[src/rtl/uart_tx_buffered.sv]
// Buffered UART transmitter: queued words are sent LSB-first with optional parity and 1-2 stop bits.
// Define UART_TX_FIFO_EN for a FIFO_DEPTH-entry queue; otherwise a single holding register is used.
module uart_tx_buffered #(
  parameter int CLK_FREQUENCY = 100_000_000,
  parameter int BAUD_RATE     = 19_200,
  parameter int DATA_BITS     = 8,
  parameter int PARITY_MODE   = 1,
  parameter int STOP_BITS     = 1,
  parameter int FIFO_DEPTH    = 4
) (
  input  logic                 clk,
  input  logic                 rst,
  input  logic                 wr_en,
  input  logic [DATA_BITS-1:0] din,
  output logic                 full,
  output logic                 empty,
  output logic                 busy,
  output logic                 overflow,
  output logic                 tx_out
);

  localparam int BIT_CLOCKS = CLK_FREQUENCY / BAUD_RATE;
  localparam int CNT_W      = (BIT_CLOCKS > 1) ? $clog2(BIT_CLOCKS) : 1;
  localparam logic [CNT_W-1:0] CNT_LAST  = CNT_W'(BIT_CLOCKS - 1);
  localparam logic [3:0]       DATA_LAST = 4'(DATA_BITS - 1);
  localparam logic [3:0]       STOP_LAST = 4'(STOP_BITS - 1);
  localparam logic             PAR_INV   = (PARITY_MODE == 1);

  if (DATA_BITS < 5 || DATA_BITS > 9 || STOP_BITS < 1 || STOP_BITS > 2 ||
      PARITY_MODE < 0 || PARITY_MODE > 2 || BIT_CLOCKS < 1 ||
      FIFO_DEPTH < 2 || (FIFO_DEPTH & (FIFO_DEPTH - 1)) != 0) begin : g_param_check
    $error("uart_tx_buffered: illegal parameter combination");
  end

  typedef enum logic [2:0] {IDLE, START, DATA, PARITY, STOP} state_t;

  state_t               state, state_nxt;
  logic [CNT_W-1:0]     bit_cnt;
  logic [3:0]           bit_idx;
  logic                 tick;
  logic                 pop;
  logic                 push;
  logic [DATA_BITS-1:0] head;
  logic [DATA_BITS-1:0] shreg;
  logic                 par_bit;

  function automatic logic parity_of(input logic [DATA_BITS-1:0] word);
    return (^word) ^ PAR_INV;
  endfunction

  // Queue: full is sampled before any same-edge pop, so a write to a full queue is always dropped.
  assign push = wr_en & ~full;

`ifdef UART_TX_FIFO_EN
  localparam int AW = $clog2(FIFO_DEPTH);

  logic [DATA_BITS-1:0] mem [FIFO_DEPTH];
  logic [AW-1:0]        wr_ptr, rd_ptr;
  logic [AW:0]          count, count_nxt;

  always_comb count_nxt = count + {{AW{1'b0}}, push} - {{AW{1'b0}}, pop};

  always_ff @(posedge clk) begin
    if (rst) begin
      wr_ptr <= '0;
      rd_ptr <= '0;
      count  <= '0;
      full   <= 1'b0;
      empty  <= 1'b1;
    end else begin
      if (push) wr_ptr <= wr_ptr + AW'(1);
      if (pop)  rd_ptr <= rd_ptr + AW'(1);
      count <= count_nxt;
      full  <= (count_nxt == (AW + 1)'(FIFO_DEPTH));
      empty <= (count_nxt == '0);
    end
  end

  always_ff @(posedge clk) begin
    if (push) mem[wr_ptr] <= din;
  end

  assign head = mem[rd_ptr];
`else
  logic [DATA_BITS-1:0] hold;

  always_ff @(posedge clk) begin
    if (rst)       full <= 1'b0;
    else if (push) full <= 1'b1;
    else if (pop)  full <= 1'b0;
  end

  always_ff @(posedge clk) begin
    if (push) hold <= din;
  end

  assign empty = ~full;
  assign head  = hold;
`endif

  always_ff @(posedge clk) begin
    if (rst)                overflow <= 1'b0;
    else if (wr_en && full) overflow <= 1'b1;
  end

  assign busy = (state != IDLE) | ~empty;
  assign tick = (state != IDLE) && (bit_cnt == CNT_LAST);

  always_comb begin
    state_nxt = state;
    pop       = 1'b0;
    case (state)
      IDLE: begin
        if (!empty) begin
          pop       = 1'b1;
          state_nxt = START;
        end
      end
      START:  if (tick) state_nxt = DATA;
      DATA: begin
        if (tick && bit_idx == DATA_LAST)
          state_nxt = (PARITY_MODE != 0) ? PARITY : STOP;
      end
      PARITY: if (tick) state_nxt = STOP;
      STOP: begin
        // Chain straight into the next start bit so queued frames leave no idle gap.
        if (tick && bit_idx == STOP_LAST) begin
          if (!empty) begin
            pop       = 1'b1;
            state_nxt = START;
          end else begin
            state_nxt = IDLE;
          end
        end
      end
      default: state_nxt = IDLE;
    endcase
  end

  // Line is registered from the current state, so it trails the FSM by one cycle.
  always_ff @(posedge clk) begin
    if (rst) begin
      state   <= IDLE;
      bit_cnt <= '0;
      bit_idx <= '0;
      tx_out  <= 1'b1;
    end else begin
      state <= state_nxt;
      if (state == IDLE || tick) bit_cnt <= '0;
      else                       bit_cnt <= bit_cnt + CNT_W'(1);
      if (state_nxt != state) bit_idx <= '0;
      else if (tick)          bit_idx <= bit_idx + 4'd1;
      case (state)
        START:   tx_out <= 1'b0;
        DATA:    tx_out <= shreg[0];
        PARITY:  tx_out <= par_bit;
        default: tx_out <= 1'b1;
      endcase
    end
  end

  always_ff @(posedge clk) begin
    if (pop) begin
      shreg   <= head;
      par_bit <= parity_of(head);
    end else if (state == DATA && tick) begin
      shreg <= shreg >> 1;
    end
  end

endmodule

[config.mk]
export PLATFORM = sky130hd
export DESIGN_NAME = uart_tx_buffered
export DESIGN_NICKNAME = d
export VERILOG_FILES = /design/src/rtl/uart_tx_buffered.sv
export SDC_FILE = /design/constraint.sdc
export NUM_CORES = 1
export LEC_CHECK = 0
export CORE_ASPECT_RATIO = 1.75
export CORE_MARGIN = 2
export CORE_UTILIZATION = 55
export CTS_BUF_LIST = sky130_fd_sc_hd__clkbuf_4 sky130_fd_sc_hd__clkbuf_8 sky130_fd_sc_hd__clkbuf_16
export DETAILED_ROUTE_END_ITERATION = 8
export GPL_ROUTABILITY_DRIVEN = 0
export PLACE_DENSITY = 0.79
export SLEW_MARGIN = 20
export SYNTH_ARGS = -nofsm -noshare
export SYNTH_HDL_FRONTEND = slang
export SYNTH_SLANG_ARGS = --single-unit
[constraint.sdc]
create_clock -name clk -period 3.05 [get_ports clk]
set_input_delay 0.4575 -clock clk [delete_from_list [all_inputs] [get_ports clk]]
set_output_delay 0.4575 -clock clk [all_outputs]
set_load 0.01 [all_outputs]
==> results.yml, run 1 <==
outcome:
  status: "complete, no violations"
timing:
  max_freq_mhz: 387
  hold_viol: 0
  clock_skew_ps: 5.82
  hold_ws_ps: 453
  drv_slew: 0
  rsz0062_at_grt: "no"
  setup_tns_ps: 0
  fin_crit_sh: 0.848
  finalCriticalPeriod_ps: 2590
  tightest_slew_ps: 719
  slew_headroom: 0.520
  finalSetupViolations: 0
power_and_ir_drop:
  irDropWorstVdd_v: 0.000332
  p_per_area_nw_per_um2: 539
  p_int_uw: 862
  leakage_uw: 0.000695
  switchingPower_uw: 259
  switching_share: 0.231
  p_comb_frac: 0.098
  clkPwrFrac: 0.364
  power_frac_seq: 0.537
grt:
  gr-usage-all-layers: 0.206
  first_global_vias: 1246
  grt_pass1_wl_um: 5370
  grt_start_max_net_pins: 15
  grt_overflow: 0
  antenna_found_initial: 0
cells_and_area:
  final_util: 0.669
  final_area_um2: 2080
  seq_area_um2: 971
  multi_input_area_um2: 766
  syn_to_final_growth_pct: 16.8
  nNetsFinal: 192
  fill_cells: 238
  antennaDiodeCount: 0
  fin_cells: 222
  drive_above_1_share: 0.134
route:
  drc: 0
  wl_per_cell_um: 14.6
  finalWirelength_um: 3230
  met1_length_um: 1270
  met3_length_um: 111
  top_layer_used: "met4"
  first_pass_iters: 4
  drtIter0Drc: 22
  wl_met2_um: 1780
  ant_nets: 0
  vias: 1194
  vias_per_cell: 5.38
clock_network:
  cts_resized: 0
  clockRootBuffer: "clkbuf_8"
  max-clock-path-buffers: 2
  cts_tree: "done"
  htreeDepth: 2
  post_cts_buffers: 0
  cts_buffers: 5
  clock-sinks: 40
  clock_latency_ps: 300
  cts_hold_buf: 0
  clkTransAtPathRegs_ps: 80
job:
  maxCapViolations: 0
synth:
  ys_seq_elements: 40
  synth_cell_type_count: 36
  synthCells: 157
  async_flop_share: 0
  synth_top_area_frac: 0.287
  synth.cell_area_um2: 1780
  synth_nets: 171
  ys.flop_type: "dfxtp_1"
  yosys.area.top_type: "edfxtp_1"
  ys_seq_area_frac: 0.546
  yosys_warnings: 0
  synth_edf_count: 17
  synth.avg_cell_area_um2: 11.3
  synth.most_common_cell: "dfxtp_1"
  synth_common_cells: "dfxtp_1, edfxtp_1, nor2_1, nand2_1, xnor2_1"
  ys_top_cells_by_area: "edfxtp_1, dfxtp_1, xnor2_1, mux2_4, xor2_1"
die:
  coreArea_um2: 3110
  ios: 16
  die_h_um: 79.2
  rows: 27
  die_x_um: 47.0
  initial_utilization: 0.572
  die_area_um2: 3720
setup_path:
  cp.arrival_ps: 2640
  path_class: "flip-flop to flip-flop"
  crit_chain: "inv_1 > ha_1 > or3b_2 > or4_4 > a21oi_4 > buf_4 > mux2_2"
  start_kind: "flip-flop"
  end_kind: "flip-flop"
  crit_path_max_fanout: 8
  cp_slowest_cell: "or4_4"
  cpPeakStageDelay_ps: 460
  worstPathRequired_ps: 3110
placement:
  place_hpwl_um: 2360
  dp.cells: 214
  place_area_um2: 1970
  port_buffers: 15
hold_path:
  min_path_type: "flip-flop to flip-flop"
critical path: cells and delay by family (launching register included):
family	cells	cell delay (ps)
mux	1	340
simple gates	2	900
flops	1	330
fa+ha+maj	1	150
compound gates	1	290
buf+inv	2	330
layout by cell type, fill, tap and decap left out, types with 2 or more instances in the layout:
cell type        count
dfxtp_1             23
edfxtp_1            17
nor2_1              16
clkdlybuf4s50_1     15
nand2_1             13
xnor2_1             13
nor3_1              10
nand3_1              7
xor2_1               7
inv_1                5
mux2_4               5
or3_1                5
a21oi_1              5
clkbuf_8             5
ha_1                 3
nor2b_1              2
or3b_2               2
mux2_2               2
nor3b_1              2
o21ai_0              2
clkinv_4             2
path summary, 6_finish.rpt:
kind,slack [ps],endpoint,from,cells past startpoint
worst max-delay path,460,shreg[1],bit_idx[0],7
worst min-delay path,450,bit_cnt[0],bit_cnt[0],1
worst max register to register,460,shreg[1],bit_idx[0],7
worst min register to register,450,bit_cnt[0],bit_cnt[0],1
kinds of logic (layout without fill, tap and decap cells):
kind of cell	Yosys count	in the layout	synth area share
fa+ha+maj	3	3	0.0211
compound gates	12	12	0.0485
mux	8	8	0.0605
xor+xnor	20	20	0.0985
simple gates	67	67	0.202
flops	40	40	0.546
buf+inv	7	29	0.0239
state kept, by name, indices dropped and copies added (netlist names):
| signal | cells |
|---|---|
| shreg | 8 |
| par_bit | 1 |
| head | 8 |
| overflow | 1 |
| full | 1 |
| tx_out | 1 |
| bit_idx | 4 |
| bit_cnt | 13 |
| state | 3 |
power by group through the flow:
stage	Sequential, uW	Clock (uW)	Combinational, uW
6_report	602	408	110
5_1_grt	605	435	119
4_1_cts	602	415	111
3_5_place_dp	614	0	110
3_3_place_gp	613	0	107
2_1_floorplan	610	0	74.9
routing by layer:
metal | up-vias | global-route usage
met5 | - | 0
met3 | 5 | 0.0614
met1 | 567 | 0.218
met4 | 0 | 0.100
met2 | 29 | 0.349
li1 | 593 | -
through the flow:
step | setup slack (ps) | power (uW)
after global placement | 561 | 720
after global routing | 364 | 1160
after floorplan | 626 | 685
after CTS | 472 | 1130
after detailed placement | 470 | 724
final | 464 | 1120
area by class of cell:
cell class / instances / share of cell area
Tap cell: 43 / 0.0259
Timing Repair Buffer: 16 / 0.0759
Inverter: 5 / 0.00903
Clock inverter: 2 / 0.00843
Clock buffer: 6 / 0.0452
Multi-Input combinational cell: 110 / 0.368
Sequential cell: 40 / 0.467
Power figures use the tool's default switching activity.
==> inputs of run 2 (changes only) <==
--- a/config.mk
+++ b/config.mk
@@ -7,11 +7,11 @@
 export LEC_CHECK = 0
 export CORE_ASPECT_RATIO = 1.75
 export CORE_MARGIN = 2
-export CORE_UTILIZATION = 55
+export CORE_UTILIZATION = 50
 export CTS_BUF_LIST = sky130_fd_sc_hd__clkbuf_4 sky130_fd_sc_hd__clkbuf_8 sky130_fd_sc_hd__clkbuf_16
 export DETAILED_ROUTE_END_ITERATION = 8
 export GPL_ROUTABILITY_DRIVEN = 0
-export PLACE_DENSITY = 0.79
+export PLACE_DENSITY = 0.76
 export SLEW_MARGIN = 20
 export SYNTH_ARGS = -nofsm -noshare
 export SYNTH_HDL_FRONTEND = slang
==> constraint.sdc (replaced) <==
create_clock -name clk -period 2.2 [get_ports clk]
set_input_delay 0.33 -clock clk [delete_from_list [all_inputs] [get_ports clk]]
set_output_delay 0.33 -clock clk [all_outputs]
set_load 0.01 [all_outputs]
==> run 2 against run 1 <==
Effect of this change: the flow now finishes with violations (negative setup slack); register-to-register slack got worse by 660 ps; flip-flop and latch count unchanged; core utilization is 1.5 points higher; global-route usage is 1.8 points lower; power rose by 38%; setup slack worse by 660 ps; cell area grew 12%; clock-buffer cell count grew 2; sequential power up 39%; largest cell class unchanged; largest power group unchanged.
==> results.yml, run 2 (synthesis gave the netlist of run 1 again) <==
timing:
  fin_crit_sh: 1.09
  hold_ws_ps: 446
  rsz0062_at_grt: "yes"
  clock_skew_ps: 4.25
  slew_headroom: 0.770
  setup_tns_ps: -2990
  finalSetupViolations: 21
  max_freq_mhz: 417
  tightest_slew_ps: 343
  final.setup.worst_slack_ps: -196
  hold_viol: 0
  drv_slew: 0
  finalCriticalPeriod_ps: 2400
setup_path:
  start_kind: "flip-flop"
  r2r_slack_ps: -200
  end_kind: "flip-flop"
  crit_path_max_fanout: 5
  worstPathRequired_ps: 2240
  cp.arrival_ps: 2430
  path_class: "flip-flop to flip-flop"
outcome:
  status: "finished, violations left"
  failed_checks: "negative setup slack"
route:
  finalWirelength_um: 3630
  wl_per_cell_um: 14.6
  vias_per_cell: 5.32
  first_pass_iters: 4
  drc: 0
  drtIter0Drc: 35
  vias: 1320
  ant_nets: 0
clock_network:
  clock_latency_ps: 280
  clock-sinks: 40
  cts_buffers: 5
  clockRootBuffer: "clkbuf_8"
  max-clock-path-buffers: 2
  clkTransAtPathRegs_ps: 70
  cts_tree: "done"
  htreeDepth: 2
grt:
  antenna_found_initial: 0
  grt_overflow: 0
  grt_start_max_net_pins: 14
  grt_pass1_wl_um: 5950
  first_global_vias: 1355
  gr-usage-all-layers: 0.188
power_and_ir_drop:
  p_per_area_nw_per_um2: 665
  leakage_uw: 0.000839
  irDropWorstVdd_v: 0.000509
placement:
  place_hpwl_um: 2670
  port_buffers: 15
cells_and_area:
  antennaDiodeCount: 0
  multi_input_area_um2: 792
  nNetsFinal: 216
  largest_reg_flops: 13
  syn_to_final_growth_pct: 30.5
  final_cell_mix: "dfxtp_1, buf_4, edfxtp_1"
  fill_cells: 267
  drive_above_1_share: 0.261
  max_flop_register: "bit_cnt"
  final_util: 0.683
  seq_area_um2: 973
die:
  coreArea_um2: 3400
  die_area_um2: 4070
  initial_utilization: 0.524
  die_h_um: 82.9
  die_x_um: 49.1
  rows: 28
  ios: 16
hold_path:
  min_path_type: "flip-flop to flip-flop"
job:
  maxCapViolations: 0
-- run 2: changes by cell type in the layout (fill, tap and decap cells not counted), sizes merged --
| cell | before | now |
|---|---|---|
| buf | 1 | 24 |
| clkbuf | 6 | 9 |
| clkinv | 2 | 0 |
-- run 2: cell type report --
type / count / share of cell area
Clock buffer: 8 / 0.0420
Inverter: 5 / 0.00808
Multi-Input combinational cell: 110 / 0.341
Sequential cell: 40 / 0.419
Tap cell: 45 / 0.0242
Timing Repair Buffer: 40 / 0.165
-- run 2: worst max-delay path: stages, from the launching register on --
cell	delay (ps)
dfxtp_2	320
or4b_4	530
or4_4	580
a21oi_4	240
clkbuf_16	180
mux2_4	290
-- run 2: what timing repair did --
item / in CTS / in global routing
endpoints found under the setup margin: 16 / 20
cloned: 0 / 1
hold buffers: 0 / 0
pin swaps: 2 / 4
resized for setup: 2 / 4
setup buffers: 2 / 3
-- run 2: path summary, 6_finish.rpt --
kind / from / endpoint / depth (start not counted)
setup / recovery: bit_cnt[11] / shreg[3] / 5
hold / removal: bit_cnt[0] / bit_cnt[0] / 1
setup reg to reg: bit_cnt[11] / shreg[3] / 5
hold reg to reg: bit_cnt[0] / bit_cnt[0] / 1
-- run 2: through the flow --
stage                     setup WS [ps]  total power [uW]  cells  instance area, um^2
after global placement            -94.1              1020    235                 2140
after global routing               -236              1610    248                 2320
after CTS                          -143              1540    244                 2260
after floorplan                   -95.3               951    157                 1790
after detailed placement           -132              1030    235                 2140
final                              -196              1550    248                 2320
-- run 2: metal layers --
metal | wire length [um] | global-route usage | up-vias
met5 | 0 | 0 | -
li1 | - | - | 640
met3 | 136 | 0.0504 | 12
met4 | 95 | 0.0909 | 0
met2 | 2050 | 0.350 | 35
met1 | 1350 | 0.182 | 633
-- run 2: power breakdown --
| group | switching, uW | total [uW] | leakage (uW) | internal, uW |
|---|---|---|---|---|
| sequential | 20.7 | 836 | 0.000348 | 815 |
| clock | 232 | 512 | 0.0000523 | 280 |
| combinational | 77.9 | 197 | 0.000439 | 119 |
| total | 331 | 1550 | 0.000839 | 1210 |
